File: config.mk
export PLATFORM = sky130hd
export DESIGN_NAME = freq_sweep_ctrl
export DESIGN_NICKNAME = d
export VERILOG_FILES = /design/src/rtl/freq_sweep_ctrl.sv
export SDC_FILE = /design/constraint.sdc
export NUM_CORES = 1
export LEC_CHECK = 0
export ABC_CLOCK_PERIOD_IN_PS = 4200
export CAP_MARGIN = 20
export CORE_AREA = 2 2 120 122
export DETAILED_ROUTE_END_ITERATION = 6
export DIE_AREA = 0 0 122 124
export DONT_BUFFER_PORTS = 1
export PLACE_DENSITY = 0.69
export SYNTH_ARGS = -nofsm -noshare
export SYNTH_HDL_FRONTEND = slang
export SYNTH_SLANG_ARGS = --single-unit
File: constraint.sdc
create_clock -name clk -period 4.2 [get_ports clk]
set_clock_uncertainty 0.1 [all_clocks]
set_input_delay 0.84 -clock clk [delete_from_list [all_inputs] [get_ports clk]]
set_output_delay 0.84 -clock clk [all_outputs]
set_load 0.005 [all_outputs]
File: src/rtl/freq_sweep_ctrl.sv
// Frequency-word sequencer feeding the DDS FRQ_W input.
// Fixed, single, repeating and triangle sweeps with a per-word dwell.
module freq_sweep_ctrl #(
  parameter int W       = 12,
  parameter int DWELL_W = 24
) (
  input  logic               clk,
  input  logic               rst,
  input  logic [1:0]         mode,
  input  logic               start,
  input  logic               stop,
  input  logic [W-1:0]       f_start,
  input  logic [W-1:0]       f_stop,
  input  logic [W-1:0]       f_step,
  input  logic [DWELL_W-1:0] dwell,
  output logic [W-1:0]       frq_w,
  output logic               busy,
  output logic               dir,
  output logic               sweep_done,
  output logic               cfg_err
);

  // Stepping happens in the last HOLD cycle, so no separate step state.
  typedef enum logic [0:0] {
    IDLE,
    HOLD
  } state_t;

  state_t state_q, state_d;

  logic [DWELL_W-1:0] cnt_q, cnt_d;
  logic [DWELL_W-1:0] d_q;
  logic [1:0]         mode_q;
  logic [W-1:0]       fs_q, fe_q, st_q;

  logic [W-1:0] frq_d;
  logic         busy_d, dir_d, done_d, err_d;
  logic         latch;

  logic [W:0]   up_sum, dn_dif;
  logic [W-1:0] up_nxt, dn_nxt;
  logic         cfg_bad, last;

  assign up_sum = {1'b0, frq_w} + {1'b0, st_q};
  assign dn_dif = {1'b0, frq_w} - {1'b0, st_q};

  assign up_nxt = (up_sum >= {1'b0, fe_q}) ? fe_q : up_sum[W-1:0];
  assign dn_nxt = (dn_dif[W] || dn_dif[W-1:0] <= fs_q)
                ? fs_q : dn_dif[W-1:0];

  assign cfg_bad = (mode != 2'b00) &&
                   ((f_step == '0) || (f_stop <= f_start));

  assign last = (cnt_q == d_q - DWELL_W'(1));

  always_comb begin
    state_d = state_q;
    cnt_d   = cnt_q;
    frq_d   = frq_w;
    busy_d  = busy;
    dir_d   = dir;
    done_d  = 1'b0;
    err_d   = 1'b0;
    latch   = 1'b0;
    unique case (state_q)
      IDLE: begin
        if (start && !stop) begin
          latch = 1'b1;
          frq_d = f_start;
          if (mode == 2'b00 || cfg_bad) begin
            err_d = cfg_bad;
          end else begin
            state_d = HOLD;
            busy_d  = 1'b1;
            dir_d   = 1'b0;
            cnt_d   = '0;
          end
        end
      end
      HOLD: begin
        if (stop) begin
          state_d = IDLE;
          busy_d  = 1'b0;
          dir_d   = 1'b0;
          cnt_d   = '0;
        end else if (!last) begin
          cnt_d = cnt_q + DWELL_W'(1);
        end else begin
          cnt_d = '0;
          if (!dir) begin
            if (frq_w == fe_q) begin
              unique case (mode_q)
                2'b10: begin
                  frq_d  = fs_q;
                  done_d = 1'b1;
                end
                2'b11: begin
                  dir_d = 1'b1;
                  frq_d = dn_nxt;
                end
                default: begin
                  state_d = IDLE;
                  busy_d  = 1'b0;
                  done_d  = 1'b1;
                end
              endcase
            end else begin
              frq_d = up_nxt;
            end
          end else if (frq_w == fs_q) begin
            dir_d  = 1'b0;
            done_d = 1'b1;
            frq_d  = up_nxt;
          end else begin
            frq_d = dn_nxt;
          end
        end
      end
    endcase
  end

  always_ff @(posedge clk) begin
    if (rst) begin
      state_q    <= IDLE;
      cnt_q      <= '0;
      frq_w      <= '0;
      busy       <= 1'b0;
      dir        <= 1'b0;
      sweep_done <= 1'b0;
      cfg_err    <= 1'b0;
    end else begin
      state_q    <= state_d;
      cnt_q      <= cnt_d;
      frq_w      <= frq_d;
      busy       <= busy_d;
      dir        <= dir_d;
      sweep_done <= done_d;
      cfg_err    <= err_d;
    end
  end

  always_ff @(posedge clk) begin
    if (rst) begin
      d_q    <= '0;
      mode_q <= 2'b00;
      fs_q   <= '0;
      fe_q   <= '0;
      st_q   <= '0;
    end else if (latch) begin
      d_q    <= (dwell == '0) ? DWELL_W'(1) : dwell;
      mode_q <= mode;
      fs_q   <= f_start;
      fe_q   <= f_stop;
      st_q   <= f_step;
    end
  end

endmodule
==> impl_metrics.yaml, run 1 <==
clocking:
  root_buffer: "clkbuf_16"
  clock_path_buffers: 2
  cts_buffers: 9
  cts.sinks: 103
  cts.clk_slew.worst_paths_ns: 0.08
  postCtsHoldBufs: 0
  htree_levels: 3
  clkLatencyLatePin_ns: 0.36
  cts_tree: "built"
detailed_routing:
  firstDrtPassIters: 5
  totalWireLength_mm: 21.9
  via_per_inst: 5.99
  vias: 6866
  wire_per_inst_um: 19.1
  drtAntennaViolNets: 0
  drtIter0Drc: 655
  drc: 0
synthesis:
  async_reset_ff_share_pct: 0
  syn_avg_cell_area_um2: 7.71
  yosys.area.top_type: "dfxtp_1"
  netlist_area_mm2: 0.00734
  yosysMostFrequentCell: "nand2_1"
  yosys_warnings: 0
  ys_top_cells_by_area: "dfxtp_1, ha_1, nand2_1"
  synth_seq_cells: 103
  synth_top_area_share_pct: 28.1
  ys_seq_area_share_pct: 28.1
  postSynthCellCount: 952
  synth_ff_type: "dfxtp_1"
  synth_cell_types: 72
  synth_edf_count: 0
  synth_nets: 1082
  synth_commonest_cells: "nand2_1, dfxtp_1, a21oi_1"
grt:
  gr-total-overflow: 0
  grt_use_met3_pct: 8.52
  grt_pass1_vias: 6186
  top_usage_layer: "met1"
  grt_max_degree: 72
  met1_usage_pct: 42.2
  met2_usage_pct: 41.1
  grt_pass1_wl_mm: 33.2
  grt_antenna_before_repair: 0
  grt_usage_pct: 28.9
pwr:
  pwr_density_cell_mw_per_mm2: 358
  peakVddDrop_mv: 0.245
  p_total_w: 0.00298
  p_leak_nw: 3.38
setup_path:
  startpoint_type: "flip-flop"
  crit_path_max_fanout: 11
  crit_arrival_ns: 4.29
  cp-end-kind: "flip-flop"
  required_ns: 4.36
  crit_type: "flip-flop to flip-flop"
floorplan:
  die_h_um: 124
  die_area_mm2: 0.0151
  core_mm2: 0.0137
  rows: 43
  io-pin-count: 82
  initial_core_util_pct: 53.5
  die_x_um: 122
timing:
  tns_ns: 0
  post-route-min-period_ns: 4.13
  max_freq_mhz: 242
  setup_viol: 0
  rsz0062_at_grt: "yes"
  tightestPinTransition_ns: 0.892
  slew_viol_final: 0
  timing_hold_violations_final: 0
  finalCritPeriodShare_pct: 98.3
  relSlewSlack_pct: 40.5
finish:
  final_cell_count_no_fill: 1147
  layout-drive-gt1-share_pct: 12.7
  diodes: 0
  num-nets-final: 1092
  synthToLayoutAreaGrowth_pct: 13.5
place:
  placedCellCount: 1117
  place_hpwl_mm: 16.2
  place.gp.congestion: 0.989
  portBuffers: 0
worst_hold_path:
  hp-class: "flip-flop to flip-flop"
outcome:
  status: "finished clean"
job:
  drv_cap: 0
-- power breakdown --
group	leakage (nW)	switching, W	internal, W
combinational	2.39	0.000567	0.000451
clock	0.150	0.000414	0.000474
sequential	0.841	0.0000593	0.00102
-- flip-flops by register name, indices dropped and copies added (netlist names) --
name	cells
busy	1
cfg_err	1
cnt_q	24
d_q	24
dir	1
fe_q	12
frq_w	12
fs_q	12
mode_q	2
st_q	12
state_q	1
sweep_done	1
-- through the flow --
step / utilization (%) / setup WS (ns) / hold WS [ns] / area [um^2]
6_report: 60.7 / 0.0718 / 0.365 / 8330
5_1_grt: 60.7 / -0.113 / 0.386 / 8330
4_1_cts: 58.1 / 0.0227 / 0.363 / 7970
3_5_place_dp: 55.6 / -0.124 / 0.346 / 7620
3_3_place_gp: 55.6 / 0.0303 / 0.344 / 7620
2_1_floorplan: - / 0.129 / 0.337 / 7340
-- layer usage --
layer / share of wire, % / vias to the layer above
li1: - / 3336
met5: 0 / -
met3: 11 / 36
met2: 41 / 310
met1: 45 / 3184
met4: 2.7 / 0
-- critical path: stages (launching register included) --
cell      delay (ns)
dfxtp_4         0.36
inv_1           0.06
ha_2            0.18
inv_1           0.06
fa_2            0.40
a211oi_4        0.26
o21ai_2         0.09
nand3_2         0.10
nand2b_1        0.07
a21oi_2         0.17
xnor2_2         0.09
ha_1            0.33
nand4_1         0.23
a211oi_2        0.25
a2111o_1        0.16
o311ai_4        0.15
a21o_4          0.32
a221oi_2        0.24
o21ai_1         0.12
a32o_1          0.27
-- cells in the final DEF (no fill, tap or decap), types with 8 or more instances in the layout --
master,instances
a32o_1,11
a221oi_2,8
nand3_1,19
nand2_1,167
xnor2_1,50
and3_1,10
o21ai_1,10
nor4_1,22
o21ai_0,14
xor2_1,49
buf_4,44
a21oi_1,88
clkbuf_16,10
nand4_1,15
inv_1,66
nor2_1,55
dfxtp_1,99
ha_1,55
nand2b_1,8
nor3_1,16
-- cell type report --
class | instances | area [um^2]
flip-flops and latches | 103 | 2070
clock buffers | 10 | 229
well taps | 180 | 225
repair buffers | 47 | 387
clock inverters | 6 | 76.3
inverters | 67 | 251
multi-input cells | 734 | 5080
fillers | 1284 | 5390
-- final timing paths --
| path | end | slack, ns | cells past startpoint | from |
|---|---|---|---|---|
| setup / recovery | frq_w[1] | 0.07 | 19 | frq_w[0] |
| hold / removal | mode_q[0] | 0.36 | 2 | mode_q[0] |
| setup reg to reg | frq_w[1] | 0.07 | 19 | frq_w[0] |
| hold reg to reg | mode_q[0] | 0.36 | 2 | mode_q[0] |
-- kinds of logic (layout without fill, tap and decap cells) --
kind of cell               count (synthesis)  after routing  synth area share, %
buffers and inverters                    115            130                 6.36
AOI/OAI and AO/OA                        209            209                 18.7
xor gates and xnor gates                 100            100                 11.9
adders and majority gates                 64             64                 11.1
DFF                                      103            103                 28.1
muxes                                      5              5                0.682
and+or+nand+nor                          356            356                 23.1
-- repair_timing --
action	4_1_cts	5_1_grt
endpoints found under the setup margin	12	12
buffers inserted	2	10
cloned	0	2
resized for setup	9	64
pin swaps	2	35
Note: power is estimated with default switching activity, not from simulation.
==> inputs of run 2 (changes only) <==
- ABC_CLOCK_PERIOD_IN_PS: 4200 -> 4640
- HOLD_SLACK_MARGIN: unset -> 0.03
- PLACE_DENSITY: 0.69 -> 0.66
- clock period: 4.2 -> 4.64 ns (I/O delays scaled with it)
==> impl_metrics.yaml, run 2 (synthesis gave the netlist of run 1 again) <==
detailed_routing:
  via_per_inst: 6.02
  wire_per_inst_um: 19.4
  firstDrtPassIters: 5
  drc: 0
  drtIter0Drc: 697
  totalWireLength_mm: 21.6
  vias: 6727
  drtAntennaViolNets: 0
timing:
  finalCritPeriodShare_pct: 94.9
  slew_viol_final: 0
  setup_viol: 0
  tightestPinTransition_ns: 1.14
  relSlewSlack_pct: 23.4
  tns_ns: 0
  timing_hold_violations_final: 0
  max_freq_mhz: 227
  post-route-min-period_ns: 4.41
  rsz0062_at_grt: "no"
floorplan:
  die_x_um: 122
  die_h_um: 124
  io-pin-count: 82
  rows: 43
  core_mm2: 0.0137
  die_area_mm2: 0.0151
  initial_core_util_pct: 53.5
place:
  placed_area_mm2: 0.00748
  place_hpwl_mm: 16.4
  place.gp.congestion: 1.00
  portBuffers: 0
finish:
  most-common-layout-cells: "nand2_1, dfxtp_1, a21oi_1"
  fin_area_mm2: 0.00785
  layout-drive-gt1-share_pct: 6.30
  reg_top3: "cnt_q x24, d_q x24"
  diodes: 0
  nFillCells: 1345
  synthToLayoutAreaGrowth_pct: 7.03
  final_common_cell: "nand2_1"
  num-nets-final: 1063
grt:
  gr-total-overflow: 0
  grt_max_degree: 72
  grt_pass1_wl_mm: 33.3
  grt_usage_pct: 28.9
  grt_pass1_vias: 6024
  grt_antenna_before_repair: 0
clocking:
  htree_levels: 3
  clkLatencyLatePin_ns: 0.36
  cts.clk_slew.worst_paths_ns: 0.08
  clock_path_buffers: 2
  cts.sinks: 103
  cts_tree: "built"
  root_buffer: "clkbuf_16"
  cts_buffers: 9
setup_path:
  r2r-end: "frq_w[3]"
  critPathSlowestCell: "dfxtp_1"
  max_stage_delay_ns: 0.40
  cp-end-kind: "flip-flop"
  reg2reg_depth: 18
  ff2ff_setup_slack_ns: 0.23
  worstPathCellList: "inv_1, ha_1, o211a_1, a22o_1, a211oi_2, o31ai_1, a21oi_1, xnor2_1, ha_1, nand4_1, a21oi_1, a2111o_1, o311ai_1, nor2_1, buf_4, a221oi_1, o21ai_0, a32o_1"
  reg2reg_from: "st_q[4]"
  required_ns: 4.80
  crit_arrival_ns: 4.57
  startpoint_type: "flip-flop"
  crit_type: "flip-flop to flip-flop"
  crit_path_max_fanout: 8
pwr:
  pwr_density_cell_mw_per_mm2: 323
  p_leak_nw: 3.18
  peakVddDrop_mv: 0.256
worst_hold_path:
  hold_end: "mode_q[0]"
  hp-class: "flip-flop to flip-flop"
  min-delay-start: "mode_q[0]"
  holdPathStages: 2
job:
  drv_cap: 0
outcome:
  status: "finished clean"
[run 2: cell count changes in the layout (fill, tap and decap cells not counted), moves of 3 or more]
cell and delta:
a221oi_1 +7, ha_1 +7, o21ai_0 +11, buf_4 -26, o21ai_1 -9, ha_4 -4, a221oi_2 -7, dfxtp_1 +3
ha_2 -3, dfxtp_4 -3
[run 2: metrics by stage]
stage,util (%),instances,hold slack (ns),worst slack (ns),power [W]
after floorplan,-,952,0.337,0.569,0.00154
after global placement,54.6,1100,0.343,0.222,0.00171
after detailed placement,54.6,1100,0.344,0.0865,0.00172
after CTS,56.7,1115,0.354,0.100,0.00251
after global routing,57.2,1117,0.369,0.0165,0.00268
final,57.2,1117,0.350,0.235,0.00254
[run 2: power breakdown]
part,total [W],internal (W),switching (W)
registers,0.000973,0.000920,0.0000535
clock network,0.000796,0.000435,0.000361
logic,0.000769,0.000312,0.000457
total,0.00254,0.00167,0.000871
[run 2: how the worst max path moves through the flow]
stage | from | end
3_3_place_gp | frq_w[1] | frq_w[5]
2_1_floorplan | frq_w[0] | frq_w[11]
6_report | st_q[4] | frq_w[3]
3_5_place_dp | frq_w[1] | frq_w[4]
5_1_grt | st_q[2] | frq_w[1]
4_1_cts | frq_w[0] | frq_w[3]
[run 2: repair_timing]
item	CTS	global route
cloned	0	0
gates resized for setup	1	13
pin swaps	0	4
setup buffers	0	2
setup endpoints to repair	1	12
hold buffers	0	0
[run 2: per-layer routing]
| layer | global-route usage, % | routed length, um |
|---|---|---|
| met3 | 8.47 | 2320 |
| met4 | 7.83 | 378 |
| met2 | 40.7 | 8800 |
| met5 | 0 | 0 |
| met1 | 42.7 | 10100 |
[run 2: worst max-delay path, delay by kind of cell (launching register included)]
family                   cells  cell delay (ns)
adder cells (fa/ha/maj)      2             0.68
AND/OR/NAND/NOR              2             0.32
buffers and inverters        2             0.28
AO/OA/AOI/OAI               11             2.34
XOR/XNOR                     1             0.18
flip-flops                   1             0.40
[run 2: final cells by class]
cell class                      count  area, um^2  area share, %
Sequential cell                   103        2060           26.3
Multi-Input combinational cell    734        4880           62.1
Clock buffer                       11         243           3.09
Timing Repair Buffer               18         135           1.72
Tap cell                          180         225           2.87
Clock inverter                      4        55.1          0.701
Inverter                           67         251           3.20
